<file path="config.mk">
export PLATFORM = sky130hd
export DESIGN_NAME = sensor_frontend
export DESIGN_NICKNAME = d
export VERILOG_FILES = /design/src/rtl/sensor_pkg.sv /design/src/rtl/level_debounce.sv /design/src/rtl/sensor_frontend.sv
export SDC_FILE = /design/constraint.sdc
export NUM_CORES = 1
export LEC_CHECK = 0
export CORE_ASPECT_RATIO = 0.75
export CORE_MARGIN = 4
export CORE_UTILIZATION = 60
export CTS_BUF_LIST = sky130_fd_sc_hd__clkbuf_8
export DETAILED_ROUTE_END_ITERATION = 6
export HOLD_SLACK_MARGIN = 0.12
export PLACE_DENSITY = 0.83
export SLEW_MARGIN = 20
export SYNTH_ARGS = -nofsm -noshare
export SYNTH_HDL_FRONTEND = slang
export SYNTH_SLANG_ARGS = --single-unit
</file>
<file path="constraint.sdc">
create_clock -name CLK -period 2.31 [get_ports CLK]
set_input_delay 0.3465 -clock CLK [delete_from_list [all_inputs] [get_ports CLK]]
set_output_delay 0.3465 -clock CLK [all_outputs]
set_load 0.02 [all_outputs]
</file>
<file path="src/rtl/sensor_pkg.sv">
// sensor_pkg
// Shared definitions for the sensor acquisition front-end: the ADC
// sequencer state encoding and the widths of the two sensor buses handed
// to the irrigation controller.
package sensor_pkg;

  localparam int ADC_BITS   = 8;
  localparam int WATER_BITS = 2;

  typedef enum logic [1:0] {
    IDLE,
    CONV,
    ACC,
    PUBLISH
  } adc_state_t;

endpackage

</file>
<file path="src/rtl/level_debounce.sv">
// level_debounce
// Brings an asynchronous multi-bit level into the clock domain and only
// accepts a new value once it has been stable for DEBOUNCE consecutive
// cycles after synchronisation. Every code of the bus is a legal level.
//
// Ports:
//   clk    system clock, rising edge
//   rst    asynchronous active-high reset
//   raw    unsynchronised input level
//   level  debounced, registered level
module level_debounce
  import sensor_pkg::*;
#(
  parameter int WIDTH    = WATER_BITS,
  parameter int DEBOUNCE = 8
) (
  input  logic             clk,
  input  logic             rst,
  input  logic [WIDTH-1:0] raw,
  output logic [WIDTH-1:0] level
);

  localparam int CNT_W = $clog2(DEBOUNCE + 1);
  localparam logic [CNT_W-1:0] CNT_DONE = CNT_W'(DEBOUNCE);

  logic [WIDTH-1:0] sync_meta;
  logic [WIDTH-1:0] sync_q;
  logic [WIDTH-1:0] sync_prev;
  logic [CNT_W-1:0] stable_cnt;
  logic [CNT_W-1:0] cnt_nxt;

  // The counter holds how many consecutive cycles the synchronised value
  // has differed from the published level without changing. A value that
  // moves, or falls back to the published level, starts the count over.
  always_comb begin
    cnt_nxt = stable_cnt;
    if (sync_q == level) begin
      cnt_nxt = '0;
    end else if (sync_q != sync_prev) begin
      cnt_nxt = CNT_W'(1);
    end else begin
      cnt_nxt = stable_cnt + 1'b1;
    end
  end

  // sync_prev is one cycle behind sync_q so a change of the candidate
  // value can be seen in the same cycle it arrives.
  always_ff @(posedge clk or posedge rst) begin
    if (rst) begin
      sync_meta  <= '0;
      sync_q     <= '0;
      sync_prev  <= '0;
      stable_cnt <= '0;
      level      <= '0;
    end else begin
      sync_meta <= raw;
      sync_q    <= sync_meta;
      sync_prev <= sync_q;
      if (cnt_nxt == CNT_DONE) begin
        level      <= sync_q;
        stable_cnt <= '0;
      end else begin
        stable_cnt <= cnt_nxt;
      end
    end
  end

endmodule

</file>
<file path="src/rtl/sensor_frontend.sv">
// sensor_frontend
// Producing end of the sensor interface read by the irrigation controller.
// Reads the moisture ADC over a 3-wire read-only serial link, averages
// 2^AVG_LOG2 conversions into one 8-bit reading, and debounces the float
// switch tank level.
//
// Ports:
//   CLK              system clock, rising edge
//   Reset            asynchronous active-high reset
//   adc_sdo          ADC serial data, MSB first
//   float_sw         raw float-switch level
//   adc_cs_n         ADC chip select, active low (registered)
//   adc_sclk         ADC serial clock (registered)
//   Moisture_sensor  averaged moisture reading
//   Water_sensor     debounced tank level
//   sample_valid     one-cycle pulse when Moisture_sensor updates
module sensor_frontend
  import sensor_pkg::*;
#(
  parameter int CLK_DIV    = 4,
  parameter int AVG_LOG2   = 2,
  parameter int SAMPLE_GAP = 16,
  parameter int DEBOUNCE   = 8
) (
  input  logic                  CLK,
  input  logic                  Reset,
  input  logic                  adc_sdo,
  input  logic [WATER_BITS-1:0] float_sw,
  output logic                  adc_cs_n,
  output logic                  adc_sclk,
  output logic [ADC_BITS-1:0]   Moisture_sensor,
  output logic [WATER_BITS-1:0] Water_sensor,
  output logic                  sample_valid
);

  localparam int PHASE_W = $clog2(2 * CLK_DIV);
  localparam int GAP_W   = $clog2(SAMPLE_GAP);
  localparam int ACC_W   = ADC_BITS + AVG_LOG2;
  localparam int CNT_W   = AVG_LOG2 + 1;

  localparam logic [PHASE_W-1:0] PHASE_RISE = PHASE_W'(CLK_DIV - 1);
  localparam logic [PHASE_W-1:0] PHASE_HIGH = PHASE_W'(CLK_DIV);
  localparam logic [PHASE_W-1:0] PHASE_LAST = PHASE_W'(2 * CLK_DIV - 1);
  localparam logic [GAP_W-1:0]   GAP_LAST   = GAP_W'(SAMPLE_GAP - 1);
  localparam logic [CNT_W-1:0]   CONV_TOTAL = CNT_W'(2 ** AVG_LOG2);

  adc_state_t state;
  adc_state_t next_state;

  logic [GAP_W-1:0]    gap_cnt;
  logic [PHASE_W-1:0]  phase_cnt;
  logic [PHASE_W-1:0]  phase_nxt;
  logic [2:0]          bit_cnt;
  logic [ADC_BITS-1:0] shift_reg;
  logic [ACC_W-1:0]    acc;
  logic [CNT_W-1:0]    conv_cnt;
  logic                sclk_nxt;

  // Next-state logic for the ADC sequencer. The phase counter walks one
  // bit period (low half then high half); the last phase of the eighth
  // bit ends the conversion.
  always_comb begin
    next_state = state;
    phase_nxt  = '0;
    case (state)
      IDLE: begin
        if (gap_cnt == GAP_LAST) begin
          next_state = CONV;
        end
      end
      CONV: begin
        phase_nxt = (phase_cnt == PHASE_LAST) ? '0 : phase_cnt + 1'b1;
        if ((phase_cnt == PHASE_LAST) && (bit_cnt == 3'd7)) begin
          next_state = ACC;
        end
      end
      ACC: begin
        next_state = ((conv_cnt + 1'b1) == CONV_TOTAL) ? PUBLISH : IDLE;
      end
      PUBLISH: begin
        next_state = IDLE;
      end
      default: begin
        next_state = IDLE;
      end
    endcase
  end

  // adc_sclk is derived from the upcoming state and phase so that it can
  // be registered and still line up exactly with adc_cs_n.
  assign sclk_nxt = (next_state == CONV) && (phase_nxt >= PHASE_HIGH);

  // Sequencer state register.
  always_ff @(posedge CLK or posedge Reset) begin
    if (Reset) begin
      state <= IDLE;
    end else begin
      state <= next_state;
    end
  end

  // ADC datapath: gap and bit timing, serial capture, accumulation and
  // publishing. adc_sdo is sampled on the same edge that raises adc_sclk,
  // while the ADC is guaranteed to hold it steady.
  always_ff @(posedge CLK or posedge Reset) begin
    if (Reset) begin
      adc_cs_n        <= 1'b1;
      adc_sclk        <= 1'b0;
      gap_cnt         <= '0;
      phase_cnt       <= '0;
      bit_cnt         <= '0;
      shift_reg       <= '0;
      acc             <= '0;
      conv_cnt        <= '0;
      Moisture_sensor <= '0;
      sample_valid    <= 1'b0;
    end else begin
      adc_cs_n     <= (next_state != CONV);
      adc_sclk     <= sclk_nxt;
      phase_cnt    <= phase_nxt;
      sample_valid <= 1'b0;
      case (state)
        IDLE: begin
          gap_cnt <= (gap_cnt == GAP_LAST) ? '0 : gap_cnt + 1'b1;
        end
        CONV: begin
          if (phase_cnt == PHASE_RISE) begin
            shift_reg <= {shift_reg[ADC_BITS-2:0], adc_sdo};
          end
          if (phase_cnt == PHASE_LAST) begin
            bit_cnt <= bit_cnt + 1'b1;
          end
        end
        ACC: begin
          acc      <= acc + ACC_W'(shift_reg);
          conv_cnt <= conv_cnt + 1'b1;
        end
        PUBLISH: begin
          Moisture_sensor <= acc[AVG_LOG2 +: ADC_BITS];
          sample_valid    <= 1'b1;
          acc             <= '0;
          conv_cnt        <= '0;
        end
        default: begin
        end
      endcase
    end
  end

  level_debounce #(
    .WIDTH   (WATER_BITS),
    .DEBOUNCE(DEBOUNCE)
  ) u_water_debounce (
    .clk  (CLK),
    .rst  (Reset),
    .raw  (float_sw),
    .level(Water_sensor)
  );

endmodule

</file>
# Word level (Yosys, flattened, before mapping)
# Index checks and enable logic that the tools add are counted.
# W data, S select, Z words.
[classes]
n_mux = 13
order_cmp = 1
add_sub_neg = 6
eq_ne = 13
n_reduce_logical = 6
[ops]
columns = ["op", "n"]
rows = [
  ["$pmux W10 S2", 1],
  ["$mux W4", 4],
  ["$add A10 B8 Y10", 1],
  ["$add A3 B1 Y3 const B", 3],
  ["$eq A3 B3 Y1 const B", 3],
  ["$add A4 B1 Y4 const B", 2],
  ["$eq A4 B4 Y1 const B", 2],
  ["$pmux W2 S4", 1],
  ["$mux W2", 3],
  ["$mux W3", 2],
  ["$pmux W3 S2", 1],
  ["$eq A2 B1 Y1 const B", 2],
  ["$eq A2 B2 Y1 const B", 2],
  ["$reduce_and A2 Y1", 2],
  ["$eq A3 B2 Y1 const B", 1],
  ["$ge A3 B3 Y1 const B", 1],
  ["$eq A2 B2 Y1", 1],
  ["$logic_and A1 B1 Y1", 2],
  ["$logic_not A2 Y1", 1],
  ["$ne A2 B1 Y1 const B", 1],
  ["$ne A2 B2 Y1", 1],
  ["$reduce_bool A2 Y1", 1],
  ["$mux W1", 1],
]
[totals]
regBits = 56
inputBits = 5
out_inout_bits = 13
elab_cells = 55

# Longest topological paths before layout
[depth]
word_depth = 6
ltp_mapped = 8
mapped_depth_nobuf = 8

# By module
# From an unflattened synthesis, not the netlist that was laid out.
[unflattened]
cells_unflattened = 212
hier_area_um2 = 2587.5
[by_module_without_submodules]
columns = ["mod", "instances", "area_each_um2", "cells_each"]
rows = [
  ["sensor_frontend", 1, 2095.8, 175],
  ["level_debounce", 1, 491.7, 37],
]

# Worst setup path before layout
# No wires, ideal clock.
[synth_path]
path_type = "register to register"
from = "register shift_reg[0]"
to = "register acc[6]"
required_ns = 2.189
path_buffers = 0
arrival_ns = 1.605
path_slack_ns = 0.584
stages_incl_launch_ff = 9
setup_ns = 0.121
cell_sequence = "dfrtp_1 > ha_1 > inv_1 > fa_1 > nor2b_1 > o31a_1 > nor2b_1 > xnor2_1 > a22o_1"
[synth_between]
elab_chain_len = 2
[synth_rtl]
columns = ["element", "line", "rtl"]
rows = [
  ["start, declared", "sensor_frontend.sv:54", "logic [ADC_BITS-1:0] shift_reg;"],
  ["start signal, assigned", "sensor_frontend.sv:128", "shift_reg <= {shift_reg[ADC_BITS-2:0], adc_sdo};"],
  ["$add A10 B8 Y10", "sensor_frontend.sv:135", "acc <= acc + ACC_W'(shift_reg);"],
  ["$pmux W10 S2", "sensor_frontend.sv:122", "case (state)"],
  ["end signal, assigned", "sensor_frontend.sv:135", ""],
  ["end, declared", "sensor_frontend.sv:55", "logic [ACC_W-1:0] acc;"],
]
# Every way passes these cells.
# A chain may end at the register's enable or synchronous reset.

# Final worst setup path
# Same ends and word-level chain as after synthesis.

==> results_dict.tcl <==
set metrics [dict create \
    setup_tns_ps 0 \
    root_buffer "clkbuf_8" \
    via_per_inst 5.47 \
    crit_start "shift_reg[0]" \
    setup_viol 0 \
    hold_violations 0 \
    grt_max_degree 29 \
    avgSynthCellArea_um2 12.2 \
    swShare 0.217 \
    overflow 0 \
    wl_per_cell_um 14.5 \
    post_cts_buffers 0 \
    required_ps 2510 \
    first_pass_iters 4 \
    die_y_um 64.3 \
    cts_resized 0 \
    power.density_nw_per_um2 544 \
    clk_path_buf_depth 2 \
    pwr-share-clk 0.317 \
    dpl.cell_count 280 \
    hold-worst-slack_ps 353 \
    period_needed_ps 1880 \
    final_cells 288 \
    rr_endpoint "acc[6]" \
    cts_tree "built" \
    cp_slowest_cell "fa_1" \
    synthDistinctLibCells 37 \
    io_buffers 17 \
    die_w_um 83.1 \
    grt_pass1_vias 1598 \
    max_freq_mhz 531 \
    peakVddDrop_uv 488 \
    finalClockSkew_ps 3.86 \
    multi_input_area_um2 1090 \
    synth-seq-area-share 0.552 \
    routed_wl_um 4170 \
    cp_max_fo 3 \
    min_to "u_water_debounce.sync_q[0]" \
    critPathMaxStageDelay_ps 380 \
    cp_num_buf_inv 1 \
    ios 18 \
    antenna_found_initial 0 \
    synth_warnings 0 \
    grt_setup_unrepaired "false" \
    drt-initial-drc-count 120 \
    cp_top_family "adder cells" \
    status "completed" \
    core_area_um2 4080 \
    p_sw_mw 0.340 \
    grt_pass1_wl_um 7470 \
    drc 0 \
    hold_path.class "reg -> reg" \
    hpwl_um 3130 \
    start_util 0.623 \
    ant_nets 0 \
    crit_type "reg -> reg" \
    synth_edf_count 0 \
    gp_congestion 0.900 \
    nFillCells 285 \
    numCtsBuffers 5 \
    syn_area_um2 2540 \
    combPwrFrac 0.041 \
    die_area_um2 5350 \
    p_int_mw 1.23 \
    cpMostUsedCell "nor2b_1" \
    fp-row-count 20 \
    min_from "u_water_debounce.sync_meta[0]" \
    clk_latency_ps 300 \
    netlist_instances 208 \
    holdPathStages 0 \
    async_flop_share 1.00 \
    p_leak_nw 1.42 \
    synthToLayoutAreaGrowth_pct 13.4 \
    track_usage 0.178 \
    path_cells "ha_1 > inv_1 > fa_1 > nor2b_1 > o31a_1 > nor2b_1 > xnor2_1 > a22o_1" \
    ys.flop_type "dfrtp_1" \
    nets 255 \
    rrSetupSlack_ps 430 \
    cts_htree_levels 2 \
    largest_reg_flops 10 \
    register_area_um2 1400 \
    power_frac_seq 0.642 \
    critPathArrivalTime_ps 2080 \
    vias 1575 \
    clkTransAtPathRegs_ps 90 \
    endpoint_kind "flop" \
    maxSlewViolCount 0 \
    cts_hold_repair.buffers 0 \
    r2r-start "shift_reg[0]" \
    cp-start-kind "flop" \
    synth_seq_cells 56 \
    slew_headroom 0.618 \
    tightest_slew_ps 571 \
    power_mw 1.57 \
    insertedDiodeCount 0 \
    syn_nets 231 \
    rr_worst_depth 8 \
    maxCapViolations 0 \
    cts.sinks 56 \
    layout-drive-gt1-share 0.133 \
    period_share 0.816 \
    cp_num_cells 8 \
]
power groups by stage:
stage / Combinational (mW) / Sequential [mW] / Clock [mW]
after floorplan: 0.0416 / 1.02 / 0
after global placement: 0.0633 / 1.02 / 0
after detailed placement: 0.0651 / 1.03 / 0
after CTS: 0.0655 / 1.01 / 0.512
after global routing: 0.0738 / 1.01 / 0.553
final: 0.0635 / 1.01 / 0.496
cells in the mapped netlist, types with 2 or more instances:
cell / number / share of area
a21oi_1: 7 / 0.014
o31ai_1: 2 / 0.0059
nor3_1: 4 / 0.0079
nand2_1: 16 / 0.024
nand3_1: 3 / 0.0059
buf_2: 3 / 0.0059
a211oi_1: 2 / 0.0059
nand4_1: 2 / 0.0049
a21o_1: 3 / 0.0089
nor2_1: 8 / 0.012
and2_1: 3 / 0.0074
o21ai_0: 11 / 0.022
nor2b_1: 3 / 0.0074
mux2_1: 2 / 0.0089
inv_1: 9 / 0.013
o22ai_1: 3 / 0.0074
xnor2_1: 7 / 0.024
a22o_1: 5 / 0.017
ha_1: 17 / 0.084
dfrtp_1: 55 / 0.54
nand2b_1: 2 / 0.0049
xor2_1: 9 / 0.031
mux2_2: 18 / 0.080
area by class of cell:
class	instances	area share
clock buffer	5	0.0239
clock inverter	3	0.00434
inverter	9	0.0117
multi-input combinational	140	0.378
sequential	56	0.487
tap	55	0.0239
timing repair buffer	20	0.0712
cell usage in the layout, fill, tap and decap left out, types with 2 or more instances in the layout:
cell type and count:
xor2_1 9, nand4_1 2, xnor2_1 7, o31ai_1 2, a21oi_1 7, nor2b_1 3, nand2_1 16, a22o_1 5
o22ai_1 3, clkbuf_8 5, nand3_1 3, dfrtp_1 55, mux2_1 2, o21ai_0 11, buf_4 2, mux2_2 18
a21o_1 3, clkdlybuf4s50_1 17, inv_1 10, a211oi_1 2, nor3_1 4, nor2_1 8, and2_1 3, nand2b_1 2
ha_1 17
kinds of logic (layout without fill, tap and decap cells):
group	count (synthesis)	after routing	synth area share
muxes	21	21	0.0926
DFF	56	56	0.552
buffers and inverters	12	37	0.0192
AOI/OAI and AO/OA	41	41	0.107
and+or+nand+nor	44	44	0.0823
adders and majority gates	18	18	0.0916
xor gates and xnor gates	16	16	0.0552
routing by layer:
| layer | vias to the layer above | GRT usage | routed length, um |
|---|---|---|---|
| met4 | 0 | 0.0571 | 53 |
| met3 | 7 | 0.0451 | 180 |
| met5 | - | 0 | 0 |
| met2 | 32 | 0.262 | 1780 |
| li1 | 788 | - | - |
| met1 | 748 | 0.259 | 2150 |
metrics by stage:
step	setup slack, ps	area [um^2]	util
5_1_grt	262	2880	0.706
2_1_floorplan	584	2540	-
4_1_cts	439	2880	0.706
3_5_place_dp	449	2800	0.686
3_3_place_gp	516	2800	0.686
6_report	426	2880	0.706
worst max-delay path by stage:
stage,end,slack [ps]
2_1_floorplan,acc[6],580
4_1_cts,acc[6],440
3_5_place_dp,acc[6],450
6_report,acc[6],430
3_3_place_gp,acc[6],520
5_1_grt,acc[8],260
(Power assumes the default switching activity.)
